[config.mk]
export PLATFORM = sky130hd
export DESIGN_NAME = mux2_1_merge
export DESIGN_NICKNAME = d
export VERILOG_FILES = /design/src/rtl/mux2_1_merge.sv
export SDC_FILE = /design/constraint.sdc
export NUM_CORES = 1
export LEC_CHECK = 0
export ABC_CLOCK_PERIOD_IN_PS = 2900
export CAP_MARGIN = 10
export CORE_ASPECT_RATIO = 0.7
export CORE_UTILIZATION = 30
export DETAILED_ROUTE_END_ITERATION = 8
export SLEW_MARGIN = 20
export SYNTH_ARGS = -nofsm -noshare
export SYNTH_HDL_FRONTEND = slang
export SYNTH_SLANG_ARGS = --single-unit
export TNS_END_PERCENT = 30
[constraint.sdc]
create_clock -name CLK -period 2.9 [get_ports CLK]
set_input_delay 0.29 -clock CLK [delete_from_list [all_inputs] [get_ports CLK]]
set_output_delay 0.29 -clock CLK [all_outputs]
set_load 0.02 [all_outputs]
[src/rtl/mux2_1_merge.sv]
// Registered 2-to-1 stream merger with round-robin or forced arbitration.
// Output word is tagged with its source; per-source accept counters.
module mux2_1_merge #(
   parameter int DATA_WIDTH = 8,
   parameter int CNT_WIDTH  = 8
) (
   input  logic                  CLK,
   input  logic                  RESET,
   input  logic [DATA_WIDTH-1:0] IN_A,
   input  logic                  VALID_A,
   output logic                  READY_A,
   input  logic [DATA_WIDTH-1:0] IN_B,
   input  logic                  VALID_B,
   output logic                  READY_B,
   input  logic                  SEL_FORCE,
   input  logic                  Select_line,
   output logic [DATA_WIDTH-1:0] OUT_DATA,
   output logic                  OUT_VALID,
   output logic                  OUT_SEL,
   input  logic                  OUT_READY,
   output logic [CNT_WIDTH-1:0]  CNT_A,
   output logic [CNT_WIDTH-1:0]  CNT_B
);

   logic [DATA_WIDTH-1:0] r_data;
   logic                  r_valid;
   logic                  r_sel;
   logic                  r_last;
   logic [CNT_WIDTH-1:0]  r_cnt_a;
   logic [CNT_WIDTH-1:0]  r_cnt_b;

   logic w_load;
   logic w_elig_a;
   logic w_elig_b;
   logic w_req_a;
   logic w_req_b;
   logic w_gnt_a;
   logic w_gnt_b;

   assign w_load   = !r_valid || OUT_READY;
   assign w_elig_a = !SEL_FORCE || !Select_line;
   assign w_elig_b = !SEL_FORCE || Select_line;

   // RESET gates the requests so no handshake completes during reset.
   assign w_req_a = RESET && w_load && w_elig_a && VALID_A;
   assign w_req_b = RESET && w_load && w_elig_b && VALID_B;

   // r_last = 1 means B was granted last, so A wins a tie.
   assign w_gnt_a = w_req_a && (!w_req_b || r_last);
   assign w_gnt_b = w_req_b && (!w_req_a || !r_last);

   assign READY_A = w_gnt_a;
   assign READY_B = w_gnt_b;

   always_ff @(posedge CLK or negedge RESET) begin
      if (!RESET) begin
         r_data  <= '0;
         r_valid <= 1'b0;
         r_sel   <= 1'b0;
         r_last  <= 1'b1;
         r_cnt_a <= '0;
         r_cnt_b <= '0;
      end else if (w_gnt_a) begin
         r_data  <= IN_A;
         r_valid <= 1'b1;
         r_sel   <= 1'b0;
         r_last  <= 1'b0;
         r_cnt_a <= r_cnt_a + 1'b1;
      end else if (w_gnt_b) begin
         r_data  <= IN_B;
         r_valid <= 1'b1;
         r_sel   <= 1'b1;
         r_last  <= 1'b1;
         r_cnt_b <= r_cnt_b + 1'b1;
      end else if (w_load) begin
         r_valid <= 1'b0;
      end
   end

   assign OUT_DATA  = r_data;
   assign OUT_VALID = r_valid;
   assign OUT_SEL   = r_sel;
   assign CNT_A     = r_cnt_a;
   assign CNT_B     = r_cnt_b;

endmodule

==> flow_metrics.env, run 1 <==
export IMPL_power_frac_comb=0.418
export IMPL_clock_latency_ns=0.27
export IMPL_finalWeightedCongestion=0.721
export IMPL_cts_buffers_inserted=3
export IMPL_grt_max_degree=17
export IMPL_finalWirelength_um=3040
export IMPL_intPower_uw=887
export IMPL_portBuffers=50
export IMPL_worst_path_buf_inv=3
export IMPL_fmax_mhz=404
export IMPL_ys_types=35
export IMPL_post_dp_hpwl_um=2310
export IMPL_swShare=0.366
export IMPL_period_needed_ns=2.48
export IMPL_crit_fanout=11
export IMPL_routedWlPerCell_um=14.3
export IMPL_htree_levels=1
export IMPL_final_util=0.476
export IMPL_tns_ns=0
export IMPL_cts_buffer_depth=2
export IMPL_syn_cell_area_mm2=0.00131
export IMPL_viasPerCell=4.71
export IMPL_dieHeight_um=57.2
export IMPL_cts_resized=0
export IMPL_syn_inst=106
export IMPL_outcome="finished, final reports clean"
export IMPL_final_common_cell="clkdlybuf4s50_1"
export IMPL_slowest_delay_ns=0.54
export IMPL_num_rows=19
export IMPL_dieArea_mm2=0.00463
export IMPL_post_cts_setup_buffers=0
export IMPL_drc=0
export IMPL_yosys_register_bits=27
export IMPL_worstPathArrival_ns=2.19
export IMPL_rsz0062_at_grt="no"
export IMPL_cp_top_family="buffers and inverters"
export IMPL_leakage_nw=0.792
export IMPL_place_inst=209
export IMPL_grt_pass1_wl_um=5090
export IMPL_cts_tree="yes"
export IMPL_dr_first_iter_drc_count=50
export IMPL_syn2layout_area_growth_pct=47.3
export IMPL_regArea_um2=677
export IMPL_p_per_area_mw_per_mm2=727
export IMPL_endpoint_kind="primary output"
export IMPL_cts_root_buf="clkbuf_8"
export IMPL_p_seq_frac=0.429
export IMPL_finalSetupViolCount=0
export IMPL_core_area_mm2=0.00404
export IMPL_fill_cells=375
export IMPL_gr_total_overflow=0
export IMPL_most_common_layout_cells="clkdlybuf4s50_1 (50), dfrtp_1 (26), xor2_1 (9)"
export IMPL_cp_required_ns=2.61
export IMPL_cp_common_cell="clkdlybuf4s50_1"
export IMPL_hold_viol=0
export IMPL_cts_hold_buf=0
export IMPL_fp_dieW_um=80.9
export IMPL_grtUsageTotal=0.144
export IMPL_clockPowerShare=0.153
export IMPL_via_count=1004
export IMPL_period_share=0.854
export IMPL_yosysWarnings=0
export IMPL_cap_violations=0
export IMPL_ant_nets=0
export IMPL_clock_sinks=27
export IMPL_io_pins=51
export IMPL_antennaDiodeCount=0
export IMPL_syn_nets=131
export IMPL_hp_class="in2async"
export IMPL_maxSlewHeadroom=0.769
export IMPL_multi_input_area_um2=596
export IMPL_worst_slew_pin_transition_ns=0.343
export IMPL_grt_pass1_vias=1020
export IMPL_firstDrtPassIters=4
export IMPL_path_class="in2out"
export IMPL_skew_ns=0.0109
export IMPL_initial_core_util=0.323
export IMPL_power_switching_uw=512
export IMPL_layout_drive_gt1_share=0.168
export IMPL_clk_pin_slew_ns=0.10
export IMPL_cpMaxStageDelayCell="clkdlybuf4s50_1"
export IMPL_post_synth_cell_area_avg_um2=12.3
export IMPL_stdcell_count=213
export IMPL_cp_cell_sequence="clkdlybuf4s50_1 -> a21boi_2 -> and2_4 -> nand2b_2 -> inv_2 -> clkdlybuf4s50_1"
export IMPL_ys_seq_area_frac=0.518
export IMPL_nets=187
export IMPL_antenna_found_initial=0
export IMPL_drv_slew=0
export IMPL_ir_drop_mv=0.337
export IMPL_start_kind="input pin"
synth_stat cells (all sizes together):
cell type  count  share of area
a21oi          1         0.0038
buf            2          0.014
o2111ai        1          0.020
and4           1         0.0086
ha             2          0.019
mux2           2          0.017
or2b           1         0.0086
a21boi         1         0.0086
inv            4          0.011
nor3b          1         0.0057
nand2          8          0.023
dfrtp         26           0.50
nor3           3          0.024
dfstp          1          0.020
o21ai          1         0.0038
nor2b          1         0.0067
nor2           3         0.0086
or2            8          0.038
nand3          7          0.027
and2           1         0.0067
o221a          8          0.069
nor4           3          0.019
xnor2          5          0.034
nand4          3          0.026
xor2           9          0.060
nand2b         3          0.018
per-stage QoR:
stage	area (µm²)	power, mW	worst slack, ns	hold WS [ns]
CTS	1920	1.42	0.415	0.414
finish	1920	1.40	0.423	0.412
global placement	1880	1.19	0.479	0.456
floorplan	1310	0.890	1.42	-0.00559
detailed placement	1880	1.20	0.419	0.463
global route	1920	1.48	0.335	0.425
cells by family (layout without fill, tap and decap cells):
logic type | count (synthesis) | count (layout) | share of synthesized area
AO/OA/AOI/OAI | 12 | 12 | 0.105
XOR/XNOR | 14 | 14 | 0.0939
adder cells (fa/ha/maj) | 2 | 2 | 0.0192
buffers and inverters | 6 | 61 | 0.0259
flip-flops | 27 | 27 | 0.518
multiplexers | 2 | 2 | 0.0172
AND/OR/NAND/NOR | 43 | 43 | 0.220
registers in the layout, summed over array words and instances, names as in the netlist:
name,count
OUT_SEL,1
OUT_VALID,1
r_last,1
CNT_B,8
OUT_DATA,8
CNT_A,8
power by group through the flow:
stage | Combinational [mW] | Sequential, mW | Clock [mW]
6_report | 0.585 | 0.600 | 0.215
5_1_grt | 0.628 | 0.620 | 0.236
4_1_cts | 0.591 | 0.601 | 0.225
3_5_place_dp | 0.588 | 0.609 | 0
3_3_place_gp | 0.583 | 0.605 | 0
2_1_floorplan | 0.172 | 0.718 | 0
per-layer routing:
metal  global-route usage  share of wire  vias to the layer above
met4               0.0306         0.0089                        0
met3               0.0368          0.060                        2
li1                     -              -                      489
met2                0.221           0.45                       29
met1                0.207           0.48                      484
met5                    0              0                        -
worst paths after layout:
path,start,end,slack [ns],cells past startpoint
setup / recovery,Select_line,READY_B,0.42,6
hold / removal,RESET,CNT_B[5],0.41,2
setup reg to reg,r_last,OUT_DATA[3],1.30,5
hold reg to reg,CNT_B[7],CNT_B[7],0.47,1
max in group asynchronous,RESET,r_last,2.22,2
min in group CLK,CNT_B[7],CNT_B[7],0.47,1
cell type report:
type                       instances  area share
inverter                           4     0.00780
clock inverter                     1     0.00390
tap                               52      0.0338
clock buffer                       3      0.0215
multi-input combinational         73       0.309
timing repair buffer              53       0.272
sequential                        27       0.352
Note: power is estimated with default switching activity, not from simulation.
==> run 2: changes to the inputs <==
Settings changed: TNS_END_PERCENT 30 to 1.
==> results of run 2 <==
No change in the layout: final DEF, timing and power equal those of run 1.
